--- src/rtl/key_event_ctrl.sv ---
// key_event_ctrl: push-button front end for the game controller.
//   Synchronizes and debounces N_KEYS raw buttons on a slow sampling tick, turns
//   presses (and auto-repeat of held keys in REPEAT_MASK) into key events, and
//   queues them in a small FIFO drained through a valid/ready handshake.
// Ports:
//   clk        system clock
//   rst        synchronous active-high reset
//   key_raw    raw active-high buttons, asynchronous to clk
//   key_level  debounced key levels
//   ev_valid   FIFO head holds an event
//   ev_code    key index of the head event
//   ev_repeat  head event is an auto-repeat rather than a fresh press
//   ev_ready   consumer accepts the head event
//   ev_drop    sticky: at least one event was lost to a pending collision
module key_event_ctrl #(
    parameter int unsigned N_KEYS      = 5,
    parameter int unsigned TICK_DIV    = 100000,
    parameter int unsigned STABLE_CNT  = 5,
    parameter logic [N_KEYS-1:0] REPEAT_MASK = N_KEYS'(5'b01111),
    parameter int unsigned REPEAT_DLY  = 50,
    parameter int unsigned REPEAT_RATE = 10,
    parameter int unsigned FIFO_DEPTH  = 4,
    localparam int unsigned CW = (N_KEYS > 1) ? $clog2(N_KEYS) : 1
) (
    input  logic              clk,
    input  logic              rst,
    input  logic [N_KEYS-1:0] key_raw,
    output logic [N_KEYS-1:0] key_level,
    output logic              ev_valid,
    output logic [CW-1:0]     ev_code,
    output logic              ev_repeat,
    input  logic              ev_ready,
    output logic              ev_drop
);

    localparam int unsigned TW = (TICK_DIV > 1) ? $clog2(TICK_DIV) : 1;
    localparam int unsigned DW = $clog2(STABLE_CNT + 1);
    localparam int unsigned HW = $clog2(REPEAT_DLY + 1);
    localparam int unsigned PW = (FIFO_DEPTH > 1) ? $clog2(FIFO_DEPTH) : 1;
    localparam int unsigned NW = $clog2(FIFO_DEPTH + 1);

    logic [N_KEYS-1:0] sync1_q, s_q;
    logic [TW-1:0]     tcnt_q;
    logic              tick;

    logic [N_KEYS-1:0] level_q, level_d;
    logic [DW-1:0]     dcnt_q [N_KEYS];
    logic [DW-1:0]     dcnt_d [N_KEYS];
    logic [HW-1:0]     hold_q [N_KEYS];
    logic [HW-1:0]     hold_d [N_KEYS];
    logic [N_KEYS-1:0] ev_new, ev_rep;

    logic [N_KEYS-1:0] pend_q, pend_d, prep_q, prep_d;
    logic              drop_q, drop_d;

    logic [CW:0]       mem_q [FIFO_DEPTH];
    logic [PW-1:0]     rptr_q, wptr_q;
    logic [NW-1:0]     cnt_q, cnt_d;
    logic              has_pend, sel_rep, push, pop, full;
    logic [CW-1:0]     sel;

    assign tick = (tcnt_q == TW'(TICK_DIV - 1));

    // Debounce, press detection and auto-repeat; everything advances on ticks only.
    always_comb begin
        level_d = level_q;
        ev_new  = '0;
        ev_rep  = '0;
        for (int i = 0; i < int'(N_KEYS); i++) begin
            dcnt_d[i] = dcnt_q[i];
            hold_d[i] = hold_q[i];
            if (tick) begin
                if (s_q[i] == level_q[i]) begin
                    dcnt_d[i] = '0;
                end else if (dcnt_q[i] == DW'(STABLE_CNT - 1)) begin
                    dcnt_d[i]  = '0;
                    level_d[i] = ~level_q[i];
                end else begin
                    dcnt_d[i] = dcnt_q[i] + 1'b1;
                end

                if (!level_q[i] && level_d[i]) begin
                    ev_new[i] = 1'b1;
                    hold_d[i] = '0;
                end else if (level_q[i] && !level_d[i]) begin
                    hold_d[i] = '0;
                end else if (level_q[i] && REPEAT_MASK[i]) begin
                    if (hold_q[i] == HW'(REPEAT_DLY - 1)) begin
                        // Reload so the next repeat comes REPEAT_RATE ticks later.
                        ev_new[i] = 1'b1;
                        ev_rep[i] = 1'b1;
                        hold_d[i] = HW'(REPEAT_DLY - REPEAT_RATE);
                    end else if (hold_q[i] < HW'(REPEAT_DLY)) begin
                        hold_d[i] = hold_q[i] + 1'b1;
                    end
                end
            end
        end
    end

    // Lowest-index pending key wins the single push slot.
    always_comb begin
        has_pend = 1'b0;
        sel      = '0;
        sel_rep  = 1'b0;
        for (int i = int'(N_KEYS) - 1; i >= 0; i--) begin
            if (pend_q[i]) begin
                has_pend = 1'b1;
                sel      = CW'(i);
                sel_rep  = prep_q[i];
            end
        end
    end

    assign full = (cnt_q == NW'(FIFO_DEPTH));
    assign pop  = (cnt_q != '0) && ev_ready;
    assign push = has_pend && (!full || pop);

    // A slot freed by this cycle's push may take a new event in the same cycle.
    always_comb begin
        pend_d = pend_q;
        prep_d = prep_q;
        drop_d = drop_q;
        for (int i = 0; i < int'(N_KEYS); i++) begin
            if (push && sel == CW'(i)) begin
                pend_d[i] = 1'b0;
            end
            if (ev_new[i]) begin
                if (pend_d[i]) begin
                    drop_d = 1'b1;
                end else begin
                    pend_d[i] = 1'b1;
                    prep_d[i] = ev_rep[i];
                end
            end
        end
    end

    always_comb begin
        unique case ({push, pop})
            2'b10:   cnt_d = cnt_q + 1'b1;
            2'b01:   cnt_d = cnt_q - 1'b1;
            default: cnt_d = cnt_q;
        endcase
    end

    always_ff @(posedge clk) begin
        if (rst) begin
            sync1_q <= '0;
            s_q     <= '0;
            tcnt_q  <= '0;
            level_q <= '0;
            pend_q  <= '0;
            prep_q  <= '0;
            drop_q  <= 1'b0;
            rptr_q  <= '0;
            wptr_q  <= '0;
            cnt_q   <= '0;
            for (int i = 0; i < int'(N_KEYS); i++) begin
                dcnt_q[i] <= '0;
                hold_q[i] <= '0;
            end
        end else begin
            sync1_q <= key_raw;
            s_q     <= sync1_q;
            tcnt_q  <= tick ? '0 : tcnt_q + 1'b1;
            level_q <= level_d;
            pend_q  <= pend_d;
            prep_q  <= prep_d;
            drop_q  <= drop_d;
            cnt_q   <= cnt_d;
            if (push) wptr_q <= wptr_q + 1'b1;
            if (pop)  rptr_q <= rptr_q + 1'b1;
            for (int i = 0; i < int'(N_KEYS); i++) begin
                dcnt_q[i] <= dcnt_d[i];
                hold_q[i] <= hold_d[i];
            end
        end
    end

    // Storage needs no reset: outputs are gated by the occupancy count.
    always_ff @(posedge clk) begin
        if (!rst && push) begin
            mem_q[wptr_q] <= {sel, sel_rep};
        end
    end

    assign key_level = level_q;
    assign ev_valid  = (cnt_q != '0);
    assign ev_code   = ev_valid ? mem_q[rptr_q][CW:1] : '0;
    assign ev_repeat = ev_valid ? mem_q[rptr_q][0] : 1'b0;
    assign ev_drop   = drop_q;

endmodule

--- config.mk ---
export PLATFORM = sky130hd
export DESIGN_NAME = key_event_ctrl
export DESIGN_NICKNAME = d
export VERILOG_FILES = /design/src/rtl/key_event_ctrl.sv
export SDC_FILE = /design/constraint.sdc
export NUM_CORES = 1
export LEC_CHECK = 0
export CORE_ASPECT_RATIO = 0.5
export CORE_MARGIN = 3
export CORE_UTILIZATION = 55
export CTS_BUF_LIST = sky130_fd_sc_hd__clkbuf_4
export CTS_CLUSTER_DIAMETER = 40
export CTS_CLUSTER_SIZE = 8
export DETAILED_ROUTE_END_ITERATION = 7
export PLACE_DENSITY_LB_ADDON = 0.08
export SYNTH_ARGS = -nofsm -noshare
export SYNTH_HDL_FRONTEND = slang
export SYNTH_SLANG_ARGS = --single-unit
--- constraint.sdc ---
create_clock -name clk -period 4.83 [get_ports clk]
set_clock_uncertainty 0.1 [all_clocks]
set_input_delay 0.7245 -clock clk [delete_from_list [all_inputs] [get_ports clk]]
set_output_delay 0.7245 -clock clk [all_outputs]
set_load 0.005 [all_outputs]
Yosys cells after proc, flatten, opt, wreduce, memory -nomap -nowiden
Memories as Yosys holds them, arrays and structs flattened. A register that Yosys moved wholly into a read port is not among the register bits.
Cells that the tools add are included.
{ "word_totals": {"regBits": 49, "mem_bits_rw": 61, "input_bits": 8, "memories": 3} }
{ "classes": {"addsub": 14, "magnitude_cmp": 4, "n_eq_ne": 24, "muxes": 141, "n_bitwise": 19, "n_reduce_logical": 40} }
{ "mem_list": {"columns": ["name", "words", "width", "rd", "rd_clocked_by_memory_dff", "wr", "line", "source"], "rows": [
  ["hold_q", 5, 6, 4, 0, 5, "49", "logic [HW-1:0] hold_q [N_KEYS];"],
  ["mem_q", 4, 4, 1, 1, 1, "56", "logic [CW:0] mem_q [FIFO_DEPTH];"],
  ["dcnt_q", 5, 3, 5, 0, 5, "47", "logic [DW-1:0] dcnt_q [N_KEYS];"]
]} }
{ "op_table": {"columns": ["operator", "n"], "rows": [
  ["6-bit 2-to-1 mux", 32],
  ["1-bit 2-to-1 mux", 80],
  ["3-bit 2-to-1 mux", 26],
  ["6-bit by 1-bit adder with 6-bit output, second input constant", 4],
  ["6-bit equality test, second input constant", 4],
  ["6-bit less-than comparator, second input constant", 4],
  ["3-bit equality test, second input constant", 7],
  ["3-bit by 1-bit adder with 3-bit output, second input constant", 6],
  ["1-bit logical AND", 18],
  ["17-bit by 1-bit adder with 17-bit output, second input constant", 1],
  ["17-bit equality test, second input constant", 1],
  ["1-bit logical NOT", 12],
  ["1-bit OR", 10],
  ["1-bit NOT", 9],
  ["2-bit AND reduction", 4],
  ["3-bit by 2-bit equality test with 1-bit output, second input constant", 2],
  ["3-bit one-hot mux with 2 select lines", 1],
  ["1-bit equality test", 5],
  ["2-bit by 1-bit adder with 2-bit output, second input constant", 2],
  ["2-bit 2-to-1 mux", 2],
  ["3-bit by 1-bit equality test with 1-bit output, second input constant", 1],
  ["3-bit logical NOT", 1],
  ["3-bit inequality test, second input constant", 1],
  ["3-bit AND reduction", 1],
  ["8 further kinds", 8]
]} }

Logic depth before layout (Yosys ltp)
Gate-level depths: netlist (run 1).
An unclocked memory read counts as a cell.
{ "depth": {"word_depth": 19, "depth_mapped": 10, "ltp_nobuf": 10} }

Worst setup path before layout (run 1)
OpenSTA, ideal clock, no wires.
{ "synth_timing": {"kind": "input-to-reg", "from": "input port ev_ready", "to": "register cnt_q[2]", "setup_ns": 0.131, "arrival_ns": 2.229, "required_time_ns": 4.599, "setup_slack_ns": 2.370, "stages": 7, "path_buffers": 0, "cell_sequence": "o31a_1 -> and3_1 -> inv_1 -> fa_1 -> a2111oi_0 -> o21ai_0 -> nor3b_1"} }
{ "synth_via": {"elab_chain_cells": 5} }
{ "synth_rtl": {"columns": ["item", "line", "source"], "rows": [
  ["start: declaration", "32", "input logic ev_ready,"],
  ["1-bit logical AND (*)", "116", "assign pop = (cnt_q != '0) && ev_ready;"],
  ["1-bit logical OR", "117", "assign push = has_pend && (!full || pop);"],
  ["1-bit logical AND", "117", null],
  ["2-bit by 1-bit equality test with 1-bit output / 2-bit equality test (equally long branches)", "140", "unique case ({push, pop})"],
  ["3-bit one-hot mux with 2 select lines / 2-bit nonzero test (equally long branches)", null, null],
  ["end signal: assignment", "171", "cnt_q <= cnt_d;"],
  ["end: declaration", "58", "logic [NW-1:0] cnt_q, cnt_d;"]
]} }
Every way passes the cells marked *; elsewhere a longest branch is shown, timed or not.
A chain may end at the register's enable or synchronous reset.

==> impl_results.md, run 1 <==
- Fillcell total: 847
- Die height: 76.6 um
- Setup repair after global routing missed its margin: no
- Distinct cells, synth: 62
- Synthesized net count: 595
- Crit end category: register
- Post-DR wirelength/cell: 14.6 um
- Post-CTS setup buffers: 0
- Share of cells above drive strength 1: 0.0717
- Ranking of synthesized cells by area: dfxtp_1, edfxtp_1, ha_1
- Worst EP required: 4.85 ns
- DP HPWL: 7440 um
- Row count: 25
- Setup Viol. Count Final: 0
- Seq cells post-synth: 106
- Hold-fix buffers, CTS: 0
- Max Root-Sink Buffers: 2
- Slew @ Worst Pin: 1.00 ns
- Cts bufs inserted: 9
- Synth async-reset ratio: 0
- Max Slew Vio Count: 0
- Post-Place Setup Slack: 1.61 ns
- Reg2Reg Depth: 5
- Routed vias/inst: 5.66
- Final WL: 10,300 um
- Cell taking the most area after synthesis: dfxtp_1
- Minimum clock period after layout: 2.99 ns
- CP Class: reg -> reg
- ANT nets after route: 0
- RR Startpoint: tcnt_q[0]
- GRT overflow: 0
- Mapped Area: 5480 um2
- Commonest non-fill, non-tap cell in the layout: dfxtp_1
- Max-cap violations: 0
- CTS resizes: 0
- Final hold violation count: 0
- Setup TNS Final: 0 ns
- First-pass GRT wire length: 18,000 um
- Antenna cells: 0
- Die Area: 11,300 um2
- Most frequent cells in the layout: dfxtp_1, nor2_1, edfxtp_1
- Chip Width: 147 um
- CTS Sinks: 106
- Number of synthesized flops with an enable pin: 40
- Worst vdd ir: 132 uV
- Main synth FF type: dfxtp_1
- Syn. warnings: 0
- Vias in the first global route: 3,790
- Setup slack, reg-to-reg: 1.84 ns
- Worst-Skew Late Latency: 0.47 ns
- CP Max Fanout: 7
- P&R area growth vs syn: 7.12%
- DRT iter0 DRCs: 264
- Worst Hold Margin: 0.357 ns
- Initial antenna violation count: 0
- Initial Util: 0.573
- Crit path DAT: 3.00 ns
- # nets final: 608
- Mapped Cells: 554
- Rel. slew slack: 0.326
- Fraction of the yosys area taken by sequential cells: 0.460
- IO Pins: 19
- Setup WS post-layout: 1.84 ns
- Pwr/cell area: 286 nW/um2
- Number of I/O port buffers: 18
- Synth Area per Inst: 9.90 um2
- GPL Wtd Cong: 0.821
- Hold Path Class: reg -> reg
- Type of origin of the critical path: register
- Largest net degree at the start of global routing: 54
- Total track usage: 0.196
- Status: finished, final reports clean
- Clock tree from TritonCTS: yes
- Core area: 9570 um2
- Share of the synthesized area in the top cell type: 0.241
- Fmax: 335 MHz
- Drt first pass iters: 6
- Drt drc: 0
- Reg2reg end: hold_q[0][16]
- Final Cycle Share: 0.618
- Vias after detailed routing: 4,005
- Root Buffer: clkbuf_4
- Last element of the critical path: hold_q[0][16]
- Leak: 2.01 nW
- H-tree depth: 3
- Clk slew on worst S/H paths: 0.16 ns
- Critical Path Source: tcnt_q[0]
## per-layer routing
layer  share of wire  vias to the layer above  routed length [um]  track usage
li1                -                     2024                   -            -
met1            0.50                     1915                5140        0.277
met2            0.44                       58                4580        0.306
met3           0.054                        8                 554       0.0529
met4          0.0072                        0                  75       0.0400
met5               0                        -                   0            0
## worst max-delay path, stage by stage, from the launching register on
cell and delay (ns):
dfxtp_1 0.40, ha_1 0.24, nand4_1 0.20, nor2_1 0.57, nand2_1 0.34, o21ai_0 0.79
## report_power, final
part	total [W]	internal, W	switching (W)	leakage [nW]
clock	0.000417	0.000111	0.000306	0.0685
combinational	0.000240	0.000131	0.000108	1.01
sequential	0.00102	0.000971	0.0000509	0.935
## logic make-up after synthesis
group / Yosys count / synth area share
and+or+nand+nor: 206 / 0.211
AOI/OAI and AO/OA: 109 / 0.126
DFF: 106 / 0.460
buffers and inverters: 55 / 0.0418
xor gates and xnor gates: 35 / 0.0559
adders and majority gates: 33 / 0.0767
muxes: 10 / 0.0285
## synthesized netlist by cell type (3+ instances only)
library cell	count
o21a_1	6
xor2_1	15
or2_2	4
nor4_1	4
or4_1	10
o31ai_1	6
a21oi_1	38
nand2b_1	3
a21boi_0	7
a311oi_1	5
nor3_1	14
ha_1	32
clkbuf_1	8
o21ai_0	22
nand2_1	33
nand4_1	15
nand3_1	22
or3_1	4
buf_2	6
mux4_2	4
edfxtp_1	40
and3_1	5
nor2_1	42
nor3b_1	5
mux2_2	5
a211oi_1	5
and2_1	11
dfxtp_1	66
a41oi_1	3
inv_1	37
nor2b_1	18
xnor2_1	20
## per-stage QoR
stage / cells / cell area (um2) / util / total power [W]
final: 707 / 5870 / 0.614 / 0.00168
after global routing: 707 / 5870 / 0.614 / 0.00178
after floorplan: 554 / 5480 / - / 0.00119
after global placement: 691 / 5750 / 0.601 / 0.00128
after CTS: 707 / 5870 / 0.614 / 0.00170
after detailed placement: 691 / 5750 / 0.601 / 0.00129
## registers in the layout, summed over array words and instances, names as in the netlist, named ones only
name and flops:
hold_q 24, cnt_q 3, mem_q 16, pend_q 5, dcnt_q 15, sync1_q 5, s_q 5, tcnt_q 17
rptr_q 2, key_level 5, prep_q 4, wptr_q 2, ev_drop 1
## layout make-up
class / count / area, um2 / area share
Clock buffer: 9 / 67.6 / 0.0115
Tap cell: 135 / 169 / 0.0288
Clock inverter: 7 / 53.8 / 0.00916
Multi-Input combinational cell: 393 / 2730 / 0.465
Sequential cell: 106 / 2520 / 0.429
Inverter: 37 / 139 / 0.0236
Timing Repair Buffer: 20 / 190 / 0.0324
## worst min path at each step
stage,start,end,slack [ns],cells after the start
global route,sync1_q[4],s_q[4],0.38,1
CTS,sync1_q[2],s_q[2],0.36,1
detailed placement,sync1_q[2],s_q[2],0.32,1
floorplan,sync1_q[0],s_q[0],0.31,1
global placement,sync1_q[2],s_q[2],0.32,1
finish,sync1_q[2],s_q[2],0.36,1
Note: power is estimated with default switching activity, not from simulation.
==> run 2: changes to the inputs <==
Clock period 4.83 ns to 3 ns, I/O delays scaled along.
==> impl_results.md, run 2 (same netlist as run 1, synthesis figures left out) <==
- Slowest stage delay, CP: 0.53 ns
- Share of cells above drive strength 1: 0.0892
- Critical path depth: 3
- Hold Path Class: in -> reg
- Final WL: 10,500 um
- IO Pins: 19
- Commonest non-fill, non-tap cell in the layout: dfxtp_1
- Drt drc: 0
- Crit path cell chain: mux4_2 > nor2b_1 > clkdlybuf4s50_1
- Antenna cells: 0
- Chip Width: 147 um
- Number of flip-flops in the largest register: 24
- GRT overflow: 0
- Fmax: 381 MHz
- Max Slew Vio Count: 0
- CP Max Fanout: 4
- Clock tree from TritonCTS: yes
- Most frequent cells in the layout: dfxtp_1, nor2_1, edfxtp_1
- CTS resizes: 0
- CTS Sinks: 106
- Max-cap violations: 0
- Crit path max-delay cell type: mux4_2
- Post-DR wirelength/cell: 14.6 um
- First-pass GRT wire length: 18,500 um
- Worst vdd ir: 195 uV
- Worst EP required: 2.45 ns
- Core Util, Final: 0.628
- Initial Util: 0.573
- DRT iter0 DRCs: 268
- Rel. slew slack: 0.562
- CP Class: reg -> out
- WP buf/inv: 1
- ANT nets after route: 0
- Die Area: 11,300 um2
- Minimum clock period after layout: 2.63 ns
- Hold depth: 2
- DP HPWL: 7590 um
- Regs by FF count: hold_q: 24 flops, tcnt_q: 17 flops, mem_q: 16 flops
- Final Cycle Share: 0.875
- Hold-fix buffers, CTS: 0
- Routed vias/inst: 5.59
- Die height: 76.6 um
- P&R area growth vs syn: 9.61%
- Clk slew on worst S/H paths: 0.16 ns
- GPL Wtd Cong: 0.897
- Total power: 0.00287 W
- Cts bufs inserted: 9
- Root Buffer: clkbuf_4
- Vias in the first global route: 3,832
- Crit path DAT: 2.08 ns
- Core area: 9570 um2
- Vias after detailed routing: 4,016
- Status: finished, final reports clean
- Crit end category: output port
- Number of I/O port buffers: 18
- Max Root-Sink Buffers: 2
- Slew @ Worst Pin: 0.656 ns
- Fillcell total: 827
- Post-CTS setup buffers: 0
- Setup repair after global routing missed its margin: no
- Pwr/cell area: 478 nW/um2
- # nets final: 619
- Largest net degree at the start of global routing: 25
- Setup Viol. Count Final: 0
- Reg with most FFs: hold_q
- Worst-Skew Late Latency: 0.46 ns
- Type of origin of the critical path: register
- Setup TNS Final: 0 ns
- Reg2Reg Depth: 10
- Total track usage: 0.200
- Initial antenna violation count: 0
- Drt first pass iters: 5
- Leak: 2.08 nW
- Worst Hold Margin: 0.324 ns
- Final hold violation count: 0
- Critical path's top delay family: multiplexers
- Row count: 25
- H-tree depth: 3
-- run 2: cell types whose count changed in the layout (fill, tap and decap cells not counted) --
cell | previous run | this run
buf_4 | 2 | 12
bufinv_16 | 0 | 2
clkbuf_4 | 9 | 11
clkinv_4 | 2 | 0
buf_12 | 0 | 1
clkinvlp_4 | 1 | 2
inv_2 | 1 | 0
inv_6 | 1 | 0
inv_8 | 1 | 0
-- run 2: path summary, 6_finish.rpt --
check,start,to,slack [ns]
setup reg to reg,dcnt_q[0][3],ev_drop,0.39
hold / removal,rst,wptr_q[0],0.32
hold reg to reg,sync1_q[0],s_q[0],0.35
setup / recovery,register,ev_repeat,0.37
-- run 2: metrics by stage --
stage / setup WS (ns) / instances / instance area [um2]
5_1_grt: 0.131 / 718 / 6010
3_3_place_gp: 0.301 / 702 / 5850
6_report: 0.374 / 718 / 6010
2_1_floorplan: 0.662 / 554 / 5480
3_5_place_dp: 0.229 / 702 / 5850
4_1_cts: 0.323 / 718 / 6010
-- run 2: per-layer routing --
layer | GRT usage | vias up | wire length [um] | part of all wire
met5 | 0 | - | 0 | 0
met4 | 0.0437 | 0 | 112 | 0.011
met3 | 0.0523 | 11 | 454 | 0.043
met2 | 0.299 | 62 | 4370 | 0.42
met1 | 0.294 | 1899 | 5540 | 0.53
li1 | - | 2044 | - | -
-- run 2: final cells by class --
type | instances | area (um2) | share of cell area
clock buffers | 11 | 82.6 | 0.0137
inverters | 37 | 139 | 0.0231
repair buffers | 31 | 285 | 0.0475
flip-flops and latches | 106 | 2520 | 0.420
well taps | 135 | 169 | 0.0281
multi-input cells | 393 | 2730 | 0.455
clock inverters | 5 | 80.1 | 0.0133
-- run 2: worst register-to-register path: cells and delay by family (launching register included) --
kind | cells | cell delay [ns]
flops | 1 | 0.35
simple gates | 2 | 0.70
fa+ha+maj | 2 | 0.36
compound gates | 3 | 0.66
mux | 1 | 0.24
buf+inv | 2 | 0.12
-- run 2: where the power goes --
group	switching [W]	total (W)	internal, W
clock	0.000459	0.000814	0.000356
sequential	0.0000795	0.00164	0.00156
combinational	0.000184	0.000418	0.000234
